`config.mk`:
```
export PLATFORM = sky130hd
export DESIGN_NAME = mod_updown_counter
export DESIGN_NICKNAME = d
export VERILOG_FILES = /design/src/rtl/mod_updown_counter.sv
export SDC_FILE = /design/constraint.sdc
export NUM_CORES = 1
export LEC_CHECK = 0
export CAP_MARGIN = 20
export CORE_AREA = 2 2 39 41
export DETAILED_ROUTE_END_ITERATION = 7
export DIE_AREA = 0 0 41 43
export GPL_ROUTABILITY_DRIVEN = 0
export PLACE_DENSITY = 0.7
export SKIP_CTS_REPAIR_TIMING = 1
export SYNTH_ARGS = -nofsm -noshare
export SYNTH_HDL_FRONTEND = slang
export SYNTH_SLANG_ARGS = --single-unit
```
`constraint.sdc`:
```
create_clock -name clk -period 1.6 [get_ports clk]
set_input_delay 0.32 -clock clk [delete_from_list [all_inputs] [get_ports clk]]
set_output_delay 0.32 -clock clk [all_outputs]
set_load 0.01 [all_outputs]
```
`src/rtl/mod_updown_counter.sv`:
```
// Parametrised modulo-N up/down counter with enable, clamped parallel load,
// wrap or saturate bounds, terminal-count, wrap pulse and sticky overflow.
module mod_updown_counter #(
    parameter int unsigned WIDTH    = 4,
    parameter int unsigned MODULO   = 16,
    parameter bit          SATURATE = 1'b0
) (
    input  logic             clk,
    input  logic             reset,
    input  logic             en,
    input  logic             up,
    input  logic             load,
    input  logic [WIDTH-1:0] load_val,
    input  logic             clr_ovf,
    output logic [WIDTH-1:0] q,
    output logic             tc,
    output logic             wrap,
    output logic             ovf
);

    localparam int unsigned EW = WIDTH + 1;
    localparam logic [WIDTH:0] MAX = EW'(MODULO - 1);

    if ((MODULO < 2) || (64'(MODULO) > (64'(1) << WIDTH))) begin : g_bad_modulo
        $error("mod_updown_counter: MODULO out of range for WIDTH");
    end

    logic [WIDTH-1:0] q_q, q_d;
    logic             wrap_q, wrap_d;
    logic             ovf_q, ovf_d;
    logic [WIDTH:0]   q_ext;
    logic [WIDTH:0]   lv_ext;
    logic             at_max;
    logic             at_zero;

    // Compare and step in WIDTH+1 bits so a full-range MODULO never depends on rollover
    assign q_ext   = {1'b0, q_q};
    assign lv_ext  = {1'b0, load_val};
    assign at_max  = (q_ext == MAX);
    assign at_zero = (q_ext == '0);

    always_comb begin
        q_d    = q_q;
        wrap_d = 1'b0;
        ovf_d  = ovf_q & ~clr_ovf;
        if (load) begin
            q_d = (lv_ext > MAX) ? WIDTH'(MAX) : load_val;
        end else if (en) begin
            if (up) begin
                if (at_max) begin
                    q_d    = SATURATE ? q_q : '0;
                    wrap_d = ~SATURATE;
                    ovf_d  = 1'b1;
                end else begin
                    q_d = WIDTH'(q_ext + EW'(1));
                end
            end else begin
                if (at_zero) begin
                    q_d    = SATURATE ? q_q : WIDTH'(MAX);
                    wrap_d = ~SATURATE;
                    ovf_d  = 1'b1;
                end else begin
                    q_d = WIDTH'(q_ext - EW'(1));
                end
            end
        end
    end

    always_ff @(posedge clk) begin
        if (reset) begin
            q_q    <= '0;
            wrap_q <= 1'b0;
            ovf_q  <= 1'b0;
        end else begin
            q_q    <= q_d;
            wrap_q <= wrap_d;
            ovf_q  <= ovf_d;
        end
    end

    assign q    = q_q;
    assign wrap = wrap_q;
    assign ovf  = ovf_q;
    assign tc   = en & ~load & ~reset & (up ? at_max : at_zero);

endmodule

```
; ---- Word-level counts from Yosys, hierarchy flattened
; Cells that the tools add are included.
[op_classes]
n_bitwise = 8
eq_ne = 1
add_sub_neg = 2
n_lt_le_gt_ge = 1
reduce_logical = 3
n_mux = 15
[op_table]
columns = cell, count
row1 = $mux W4, 6
row2 = $mux W1, 9
row3 = $logic_not A5 Y1, 1
row4 = $add A4 B1 Y4 const B, 1
row5 = $and A1 B1 Y1, 4
row6 = $eq A4 B4 Y1 const B, 1
row7 = $gt A4 B4 Y1 const B, 1
row8 = $not A1 Y1, 4
row9 = $sub A4 B1 Y4 const B, 1
row10 = $reduce_or A3 Y1, 1
row11 = $reduce_bool A2 Y1, 1
[totals]
reg_bits = 6
in_bits = 10
word_cells = 33
output_inout_bits = 7

; ---- Depth between registers and ports, before layout
[depth]
ltp_word = 6
depth_mapped = 6
mapped_depth_nobuf = 6

; ---- Least setup slack after synthesis
; OpenSTA, ideal clock, no wires.
[synth_timing]
path_kind = flip-flop to flip-flop
from = register q_q[1], in the netlist q[1]
to = register q_q[3], in the netlist q[3]
t_arrival_ps = 1447
synth_period_minus_slack_ps = 1517
path_buffers = 0
slack_ps = 83
path_stages_with_launch = 5
path_cell_list = dfxtp_1 -> inv_2 -> or4_1 -> a311o_1 -> a21oi_1
[synth_via]
elab_chain_cells = 5
word_cells_on_any_way = 9
cone_classes = add/sub (2) / eq/ne (1) / mux (5) / reduce/logical (1)
[synth_lines]
columns = element, line_no
row1 = start: declaration, 28  ; logic [WIDTH-1:0] q_q, q_d;
row2 = start signal: assignment, 75  ; q_q <= q_d;
row3 = $sub A4 B1 Y4 (tied with other cells), 63  ; q_d = WIDTH'(q_ext - EW'(1));
row4 = "$mux W4, on equally long branches", "58, 50"
row5 = $mux W4 (*), 49  ; if (up) begin
row6 = $mux W4 (*), 48  ; end else if (en) begin
row7 = $mux W4 (*), 46  ; if (load) begin
; Mark *: on every way between the ends. The rest lies on a longest branch, timed or not. The select of a mux whose other input is x is not followed.
; A chain may end at the register's enable or synchronous reset.

; ---- Worst setup path after layout
[layout_timing]
from = input port en
to = output port tc
[layout_via]
elab_chain_cells = 3
[layout_lines]
columns = element, line_no
row1 = start: declaration, 10  ; input logic en,
row2 = $and A1 B1 Y1 (3 in series), 84  ; assign tc = en & ~load & ~reset & (up ? at_max : at_zero);
row3 = end: declaration, 16  ; output logic tc,
; No other way between the ends.

==> flow_metrics.py <==
metrics = {
    "detailed_routing": {
        "vias": 449,
        "routed_via_density": 4.63,
        "drt_iter0_drc": 1,
        "drt_first_pass_iters": 4,
        "postRouteAntennaNets": 0,
        "drc": 0,
        "routed_wl_um": 981,
        "wl_per_cell_um": 10.1,
    },
    "yosys": {
        "synth_commonest_cells": "6 x a21oi_1, 6 x dfxtp_1, 5 x nor2_1",
        "ys_async_sr_fraction_pct": 0,
        "synth-seq-cells": 6,
        "syn_inst": 46,
        "ys_seq_area_share_pct": 32.1,
        "synth_top_area_share_pct": 32.1,
        "synth_edf_count": 0,
        "synthFlopType": "dfxtp_1",
        "ys_warn_count": 0,
        "synth_top_cells_by_area": "dfxtp_1 32%, a21oi_1 8.0%, xnor2_1 7.0%",
        "yosysTopAreaCell": "dfxtp_1",
        "syn_nets": 58,
        "ys_types": 24,
        "syn_area_per_cell_um2": 8.13,
        "synth_area_um2": 374,
    },
    "global_route": {
        "antenna_found_initial": 0,
        "grt_max_degree": 9,
        "grt_usage_pct": 13.1,
        "grt_pass1_wl_um": 1500,
        "grt_pass1_vias": 381,
        "grt-ovfl-total": 0,
    },
    "worst_setup_path": {
        "crit_chain": "clkdlybuf4s50_1 > nand2b_4 > a21o_1 > nor2_1 > buf_2",
        "critPathKind": "input port to output pin",
        "cpPeakStageDelay_ns": 0.53,
        "critPathSlowestCell": "clkdlybuf4s50_1",
        "setup.worst_path.start_class": "input port",
        "arrival_ns": 1.30,
        "cp_max_fo": 2,
        "worstSetupEndpointType": "output pin",
        "crit_required_ns": 1.28,
    },
    "timing": {
        "hold_slack_ns": 0.477,
        "setup_tns_ns": -0.0232,
        "hold_violations": 0,
        "period_needed_ns": 1.62,
        "period_share_pct": 101,
        "max_freq_ghz": 0.616,
        "clock_skew_ns": 0.000476,
        "setup-violations-final": 1,
        "maxSlewHeadroom_pct": 88.3,
        "worst_slew_pin_slew_ns": 0.175,
        "worst_slack_ns": -0.0232,
        "rsz0062_at_grt": "true",
        "drv_slew": 0,
    },
    "run_status": {
        "violations": "setup timing",
        "status": "finished with violations",
    },
    "floorplan": {
        "initial_core_util_pct": 27.0,
        "core_area_mm2": 0.00138,
        "die_h_um": 43,
        "rows": 14,
        "die_x_um": 41,
        "num_io_pins": 17,
        "dieArea_mm2": 0.00176,
    },
    "cells_and_area": {
        "fin_util_pct": 55.1,
        "final_nets": 95,
        "drive_gt1_share_pct": 40.7,
        "syn_to_final_growth_pct": 104,
        "final_cells": 97,
        "diodes": 0,
    },
    "placed_design": {
        "post-place-cells": 93,
        "io_buffers": 16,
        "dp.final_hpwl_um": 716,
    },
    "pwr": {
        "total_power_uw": 491,
        "vdd_drop_max_v": 0.000406,
        "p_leak_nw": 0.365,
        "powerDensity_mw_per_mm2": 644,
    },
    "cts": {
        "clk_latency_ns": 0.25,
        "cts_tree": "built",
        "clockRootBuffer": "clkbuf_4",
        "clock_sinks": 6,
        "h-tree-depth": 1,
        "clock_path_buffers": 2,
        "numCtsBuffers": 3,
        "cts.clk_slew.worst_paths_ns": 0.04,
    },
    "flow_run": {
        "maxCapViolCount": 0,
    },
    "min_path": {
        "hold_class": "flip-flop to flip-flop",
    },
}
## power by group
part / internal (mW) / switching [mW]
clock: 0.0851 / 0.0593
sequential: 0.160 / 0.0124
combinational: 0.111 / 0.0633
total: 0.356 / 0.135
## registers in the layout (all words and copies together), names as in the netlist
name / count
ovf: 1
wrap: 1
q: 4
## cell type report
| cell class | count | area, um2 |
|---|---|---|
| Clock buffer | 3 | 22.5 |
| Fill cell | 131 | 622 |
| Inverter | 4 | 20.0 |
| Multi-Input combinational cell | 35 | 278 |
| Sequential cell | 6 | 129 |
| Tap cell | 16 | 20.0 |
| Timing Repair Buffer | 33 | 293 |
## layout by cell type, fill, tap and decap left out, types with 2 or more instances in the layout
cell type / instances
inv_1: 2
dlymetal6s2s_1: 4
a21oi_1: 5
ha_4: 2
o21ai_0: 2
nand2_1: 2
clkdlybuf4s50_1: 11
dfxtp_4: 2
xnor2_1: 3
inv_4: 2
dfxtp_1: 3
nor2_1: 5
buf_4: 17
clkbuf_4: 3
## metrics by stage
step           area (um2)  setup slack, ns
3_5_place_dp          671           -0.467
4_1_cts               693           -0.479
3_3_place_gp          671           -0.468
6_report              762          -0.0232
2_1_floorplan         374           0.0833
5_1_grt               762           -0.114
## kinds of logic after synthesis
logic type / count (synthesis) / synth area share [%]
and+or+nand+nor: 15 / 21.7
AOI/OAI and AO/OA: 13 / 21.7
DFF: 6 / 32.1
buffers and inverters: 5 / 5.01
xor gates and xnor gates: 3 / 7.02
muxes: 2 / 5.69
adders and majority gates: 2 / 6.69
## critical path, delay by kind of cell
family | cells | cell delay (ns)
AO/OA/AOI/OAI | 1 | 0.17
AND/OR/NAND/NOR | 2 | 0.16
buffers and inverters | 2 | 0.66
## final timing paths
kind | from | endpoint | slack [ns] | cells after the start
hold / removal | ovf | ovf | 0.48 | 2
hold reg to reg | ovf | ovf | 0.48 | 2
setup / recovery | en | tc | -0.02 | 5
setup reg to reg | q[3] | q[3] | 0.08 | 4
## layer usage
| layer | global-route usage, % | wire length (um) | vias up | part of all wire, % |
|---|---|---|---|---|
| met4 | 12.0 | 8 | 0 | 0.82 |
| met5 | 0 | 0 | - | 0 |
| met1 | 17.1 | 390 | 195 | 40 |
| li1 | - | - | 238 | - |
| met2 | 16.6 | 538 | 14 | 55 |
| met3 | 3.14 | 44 | 2 | 4.5 |
No activity file was read; power rests on OpenSTA's default activity.
